<file path="src/rtl/seg_decoder.sv">
// Recovers a byte from a pair of 7-segment patterns; a pair is committed only after it has
// been stable for STABLE_CYCLES comparisons, and invalid commits are counted.
module seg_decoder #(
  parameter int unsigned STABLE_CYCLES = 4,
  parameter int unsigned ERRCNT_W      = 8
) (
  input  logic                clk,
  input  logic                rst,
  input  logic [6:0]          segi_1,
  input  logic [6:0]          segi_2,
  output logic [7:0]          decodeo_data,
  output logic                decodeo_valid,
  output logic                decodeo_update,
  output logic                decodeo_err,
  output logic [ERRCNT_W-1:0] decodeo_errcnt
);

  localparam int unsigned CntW = (STABLE_CYCLES < 1) ? 1 : $clog2(STABLE_CYCLES + 1);
  localparam logic [CntW-1:0] CntMax    = CntW'(STABLE_CYCLES);
  localparam logic [CntW-1:0] CntCommit = CntW'(STABLE_CYCLES - 1);

  typedef enum logic [1:0] {SegBlank, SegLegal, SegInvalid} seg_kind_e;

  typedef struct packed {
    seg_kind_e  kind;
    logic [3:0] value;
  } seg_dec_t;

  function automatic seg_dec_t seg_decode(input logic [6:0] seg);
    seg_dec_t r;
    r.kind  = SegLegal;
    r.value = 4'h0;
    case (seg)
      7'h3F: r.value = 4'h0;
      7'h06: r.value = 4'h1;
      7'h5B: r.value = 4'h2;
      7'h4F: r.value = 4'h3;
      7'h66: r.value = 4'h4;
      7'h6D: r.value = 4'h5;
      7'h7D: r.value = 4'h6;
      7'h07: r.value = 4'h7;
      7'h7F: r.value = 4'h8;
      7'h6F: r.value = 4'h9;
      7'h77: r.value = 4'hA;
      7'h7C: r.value = 4'hB;
      7'h39: r.value = 4'hC;
      7'h5E: r.value = 4'hD;
      7'h79: r.value = 4'hE;
      7'h71: r.value = 4'hF;
      7'h00: r.kind  = SegBlank;
      default: r.kind = SegInvalid;
    endcase
    return r;
  endfunction

  logic [13:0]         samp_q, prev_q;
  logic [CntW-1:0]     cnt_q, cnt_d;
  logic [7:0]          data_q, data_d;
  logic                valid_q, valid_d;
  logic                update_q, update_d;
  logic                err_q, err_d;
  logic [ERRCNT_W-1:0] errcnt_q, errcnt_d;

  seg_dec_t dec_lo, dec_hi;
  logic     stable, commit;

  always_comb begin
    dec_lo   = seg_decode(samp_q[6:0]);
    dec_hi   = seg_decode(samp_q[13:7]);
    stable   = (samp_q == prev_q);
    commit   = stable && (cnt_q == CntCommit);

    cnt_d    = cnt_q;
    data_d   = data_q;
    valid_d  = valid_q;
    update_d = 1'b0;
    err_d    = 1'b0;
    errcnt_d = errcnt_q;

    if (!stable) begin
      cnt_d = '0;
    end else if (cnt_q != CntMax) begin
      cnt_d = cnt_q + CntW'(1);
    end

    if (commit) begin
      // An invalid nibble wins over a blank one in the other position.
      if (dec_lo.kind == SegInvalid || dec_hi.kind == SegInvalid) begin
        valid_d = 1'b0;
        err_d   = 1'b1;
        if (errcnt_q != '1) errcnt_d = errcnt_q + ERRCNT_W'(1);
      end else if (dec_lo.kind == SegLegal && dec_hi.kind == SegLegal) begin
        data_d   = {dec_hi.value, dec_lo.value};
        valid_d  = 1'b1;
        update_d = 1'b1;
      end else begin
        valid_d = 1'b0;
      end
    end
  end

  always_ff @(posedge clk) begin
    if (rst) begin
      samp_q   <= '0;
      prev_q   <= '0;
      cnt_q    <= '0;
      data_q   <= '0;
      valid_q  <= 1'b0;
      update_q <= 1'b0;
      err_q    <= 1'b0;
      errcnt_q <= '0;
    end else begin
      samp_q   <= {segi_2, segi_1};
      prev_q   <= samp_q;
      cnt_q    <= cnt_d;
      data_q   <= data_d;
      valid_q  <= valid_d;
      update_q <= update_d;
      err_q    <= err_d;
      errcnt_q <= errcnt_d;
    end
  end

  assign decodeo_data   = data_q;
  assign decodeo_valid  = valid_q;
  assign decodeo_update = update_q;
  assign decodeo_err    = err_q;
  assign decodeo_errcnt = errcnt_q;

endmodule

</file>
<file path="config.mk">
export PLATFORM = sky130hd
export DESIGN_NAME = seg_decoder
export DESIGN_NICKNAME = d
export VERILOG_FILES = /design/src/rtl/seg_decoder.sv
export SDC_FILE = /design/constraint.sdc
export NUM_CORES = 1
export LEC_CHECK = 0
export CAP_MARGIN = 20
export CELL_PAD_IN_SITES_DETAIL_PLACEMENT = 1
export CELL_PAD_IN_SITES_GLOBAL_PLACEMENT = 2
export CORE_AREA = 3 3 91 93
export DETAILED_ROUTE_END_ITERATION = 8
export DIE_AREA = 0 0 94 96
export DONT_BUFFER_PORTS = 1
export PLACE_DENSITY = 0.76
export SETUP_SLACK_MARGIN = 0.05
export SLEW_MARGIN = 25
export SYNTH_ARGS = -nofsm -noshare
export SYNTH_HDL_FRONTEND = slang
export SYNTH_SLANG_ARGS = --single-unit
</file>
<file path="constraint.sdc">
create_clock -name clk -period 2.4 [get_ports clk]
set_input_delay 0.72 -clock clk [delete_from_list [all_inputs] [get_ports clk]]
set_output_delay 0.72 -clock clk [all_outputs]
set_load 0.01 [all_outputs]
</file>
==> results of run 1 <==
==> layer usage <==
layer / GRT usage / share of wire / vias up
li1: - / - / 1120
met1: 0.189 / 0.46 / 1096
met2: 0.261 / 0.48 / 42
met3: 0.0321 / 0.050 / 9
met4: 0.0469 / 0.014 / 0
met5: 0 / 0 / -
==> metrics by stage <==
step                      utilization  setup WS (ns)
after floorplan                     -         0.0620
after global placement          0.393         -0.123
after detailed placement        0.393         -0.145
after CTS                       0.420        -0.0840
after global routing            0.434         -0.132
final                           0.434        -0.0193
==> power by group through the flow <==
| stage | Sequential, W | Clock [W] | Combinational, W |
|---|---|---|---|
| after floorplan | 0.000883 | 0 | 0.000130 |
| after global placement | 0.000892 | 0 | 0.000189 |
| after detailed placement | 0.000894 | 0 | 0.000191 |
| after CTS | 0.000875 | 0.000619 | 0.000205 |
| after global routing | 0.000877 | 0.000652 | 0.000234 |
| final | 0.000873 | 0.000594 | 0.000215 |
==> logic make-up (layout without fill, tap and decap cells) <==
kind of cell,Yosys count,count (layout),share of synthesized area
AO/OA/AOI/OAI,50,50,0.165
adder cells (fa/ha/maj),4,4,0.0196
flip-flops,50,50,0.393
AND/OR/NAND/NOR,131,131,0.286
buffers and inverters,30,82,0.0560
XOR/XNOR,20,20,0.0687
multiplexers,3,3,0.0118
==> registers in the layout, summed over array words and instances (netlist names) <==
register / flops
decodeo_valid: 1
decodeo_err: 1
decodeo_errcnt: 8
prev_q: 14
decodeo_data: 8
decodeo_update: 1
cnt_q: 3
samp_q: 14
==> layout by cell type (no fill, tap or decap), types with 3 or more instances in the layout <==
cell	instances
nand2_1	15
inv_1	9
and3b_1	4
o22ai_1	5
dfxtp_4	4
and3_1	4
a211oi_1	6
nand3_1	6
nor2_1	33
nand4_1	9
nor3_1	6
ha_1	4
nand2b_1	5
buf_6	7
a211oi_2	3
nor4_1	3
dfxtp_1	45
nor2b_1	29
buf_4	55
xnor2_1	18
mux2i_1	3
a21oi_1	7
clkbuf_8	5
a21oi_2	6
==> worst max-delay path by stage <==
stage                         to  cells past startpoint  slack (ns)      start
2_1_floorplan  decodeo_errcnt[5]                      8        0.06  samp_q[5]
3_3_place_gp   decodeo_errcnt[5]                      8       -0.12  samp_q[3]
3_5_place_dp   decodeo_errcnt[5]                      8       -0.14  samp_q[3]
4_1_cts        decodeo_errcnt[5]                      8       -0.08  samp_q[1]
5_1_grt        decodeo_errcnt[1]                     10       -0.13  samp_q[1]
6_report       decodeo_errcnt[1]                     11       -0.02  samp_q[1]
==> what timing repair did <==
action                     in CTS  in global routing
gates resized for setup        19                 15
pin swaps                       9                 14
hold buffers                    0                  0
buffers inserted                2                  8
setup endpoints to repair      18                 16
==> layout make-up <==
cell class              count  area [µm²]  area share
flip-flops and latches     50        1020       0.308
clock buffers               6        72.6      0.0220
multi-input cells         208        1500       0.452
well taps                 102         128      0.0386
inverters                  10        37.5      0.0114
clock inverters             2        37.5      0.0114
repair buffers             64         517       0.156
==> results.sh, run 1 <==
export IMPL_violations="negative setup slack"
export IMPL_fill_cells=909
export IMPL_grt_usage=0.151
export IMPL_setup_viol=3
export IMPL_via_per_inst=5.13
export IMPL_port_buffer_count=0
export IMPL_cp_start_kind="flop"
export IMPL_stdcell_count=442
export IMPL_crit_required_ns=2.60
export IMPL_r2r_slack_ns=-0.02
export IMPL_p_leak_nw=1.24
export IMPL_max_freq_mhz=413
export IMPL_worst_setup_path_type="reg2reg"
export IMPL_slowest_delay_ns=0.57
export IMPL_min_from="rst"
export IMPL_vias=2267
export IMPL_hold_violations=0
export IMPL_clkTransAtPathRegs_ns=0.09
export IMPL_p_total_w=0.00168
export IMPL_period_minus_slack_ns=2.42
export IMPL_place_detailed_hpwl_um=4870
export IMPL_synth_edff_count=0
export IMPL_p_sw_frac=0.241
export IMPL_synthToLayoutAreaGrowth_pct=29.7
export IMPL_start_util=0.335
export IMPL_grt_overflow=0
export IMPL_dieArea_um2=9020
export IMPL_min_to="samp_q[1]"
export IMPL_skew_ns=0.0111
export IMPL_syn_inst=288
export IMPL_p_per_area_nw_per_um2=509
export IMPL_synthDistinctLibCells=56
export IMPL_antenna_found_initial=0
export IMPL_worst_path_buf_inv=4
export IMPL_insertion_delay_ns=0.30
export IMPL_final_max_slew_viol_count=0
export IMPL_core_area_um2=7610
export IMPL_synth_async_reset_ratio=0
export IMPL_cts_buffer_depth=2
export IMPL_p_comb_frac=0.128
export IMPL_cp_max_fo=6
export IMPL_dpl_cell_area_um2=2990
export IMPL_path_common_cell="buf_6"
export IMPL_synth_area_per_cell_um2=8.85
export IMPL_ir_drop_mv=0.274
export IMPL_pin_count=35
export IMPL_post_drt_wl_per_cell_um=14.9
export IMPL_drt_total_wl_um=6580
export IMPL_cts_tree="built"
export IMPL_route_antenna_remaining_nets=0
export IMPL_ys_warn_count=0
export IMPL_power_net_switching_w=0.000406
export IMPL_place_inst=424
export IMPL_synth_most_common_cell="dfxtp_1"
export IMPL_final_area_um2=3300
export IMPL_grt_max_degree=49
export IMPL_layout_drive_gt1_share=0.306
export IMPL_tns_ns=-0.0274
export IMPL_outcome="finished with violations"
export IMPL_synth_top_cell_by_area="dfxtp_1"
export IMPL_rsz0062_at_grt="true"
export IMPL_path_cells="buf_6 > buf_6 > and3b_1 > a21oi_2 > o22ai_2 > or4_4 > buf_6 > a211oi_2 > buf_4 > mux2i_1 > nor2_1"
export IMPL_rr_worst_depth=11
export IMPL_path_delay_family="simple AND/OR/NAND/NOR gates"
export IMPL_syn_area_um2=2550
export IMPL_cts_buffers=5
export IMPL_cp_arrival_ns=2.62
export IMPL_diodes=0
export IMPL_p_int_w=0.00128
export IMPL_gp_congestion=0.847
export IMPL_drc_errors=0
export IMPL_finalNetCount=359
export IMPL_fp_dieW_um=94
export IMPL_synth_top_area_frac=0.393
export IMPL_grt_pass1_vias=2275
export IMPL_finalHoldWorstSlack_ns=0.470
export IMPL_synth_commonest_cells="50 x dfxtp_1, 33 x nor2_1, 29 x nor2b_1, 20 x xnor2_1, 16 x nand2_1"
export IMPL_cts_root_buffer="clkbuf_8"
export IMPL_rows=32
export IMPL_drtPass1Iterations=4
export IMPL_synth_fp_nets=308
export IMPL_hp_class="in2reg"
export IMPL_synth_area_leaders="dfxtp_1 39%, nor2b_1 7.1%, xnor2_1 6.9%, nor2_1 4.9%, a21oi_1 2.6%"
export IMPL_seq_area_frac_synth=0.393
export IMPL_initialDrtViolationCount=54
export IMPL_cts_sinks=50
export IMPL_grt_first_pass_wirelength_um=10900
export IMPL_reg2reg_from="samp_q[1]"
export IMPL_worst_pin_slew_ns=0.455
export IMPL_fin_ws_ns=-0.0193
export IMPL_slew_headroom=0.694
export IMPL_period_share=1.01
export IMPL_power_frac_seq=0.519
export IMPL_yosys_register_bits=50
export IMPL_rr_endpoint="decodeo_errcnt[1]"
export IMPL_hold_depth=1
export IMPL_htree_levels=2
export IMPL_ys_flop_type="dfxtp_1"
export IMPL_p_clk_frac=0.353
export IMPL_fp_dieH_um=96
export IMPL_cap_violations=0
export IMPL_slowest_stage="or4_4"
export IMPL_worstSetupEndpointType="flop"
Power figures use the tool's default switching activity.
==> run 2, diff against run 1 <==
--- a/config.mk
+++ b/config.mk
@@ -9,6 +9,7 @@
 export CELL_PAD_IN_SITES_DETAIL_PLACEMENT = 1
 export CELL_PAD_IN_SITES_GLOBAL_PLACEMENT = 2
 export CORE_AREA = 3 3 91 93
+export CTS_CLUSTER_SIZE = 12
 export DETAILED_ROUTE_END_ITERATION = 8
 export DIE_AREA = 0 0 94 96
 export DONT_BUFFER_PORTS = 1
==> results of run 2 <==
No change in the layout: final DEF, timing and power equal those of run 1.
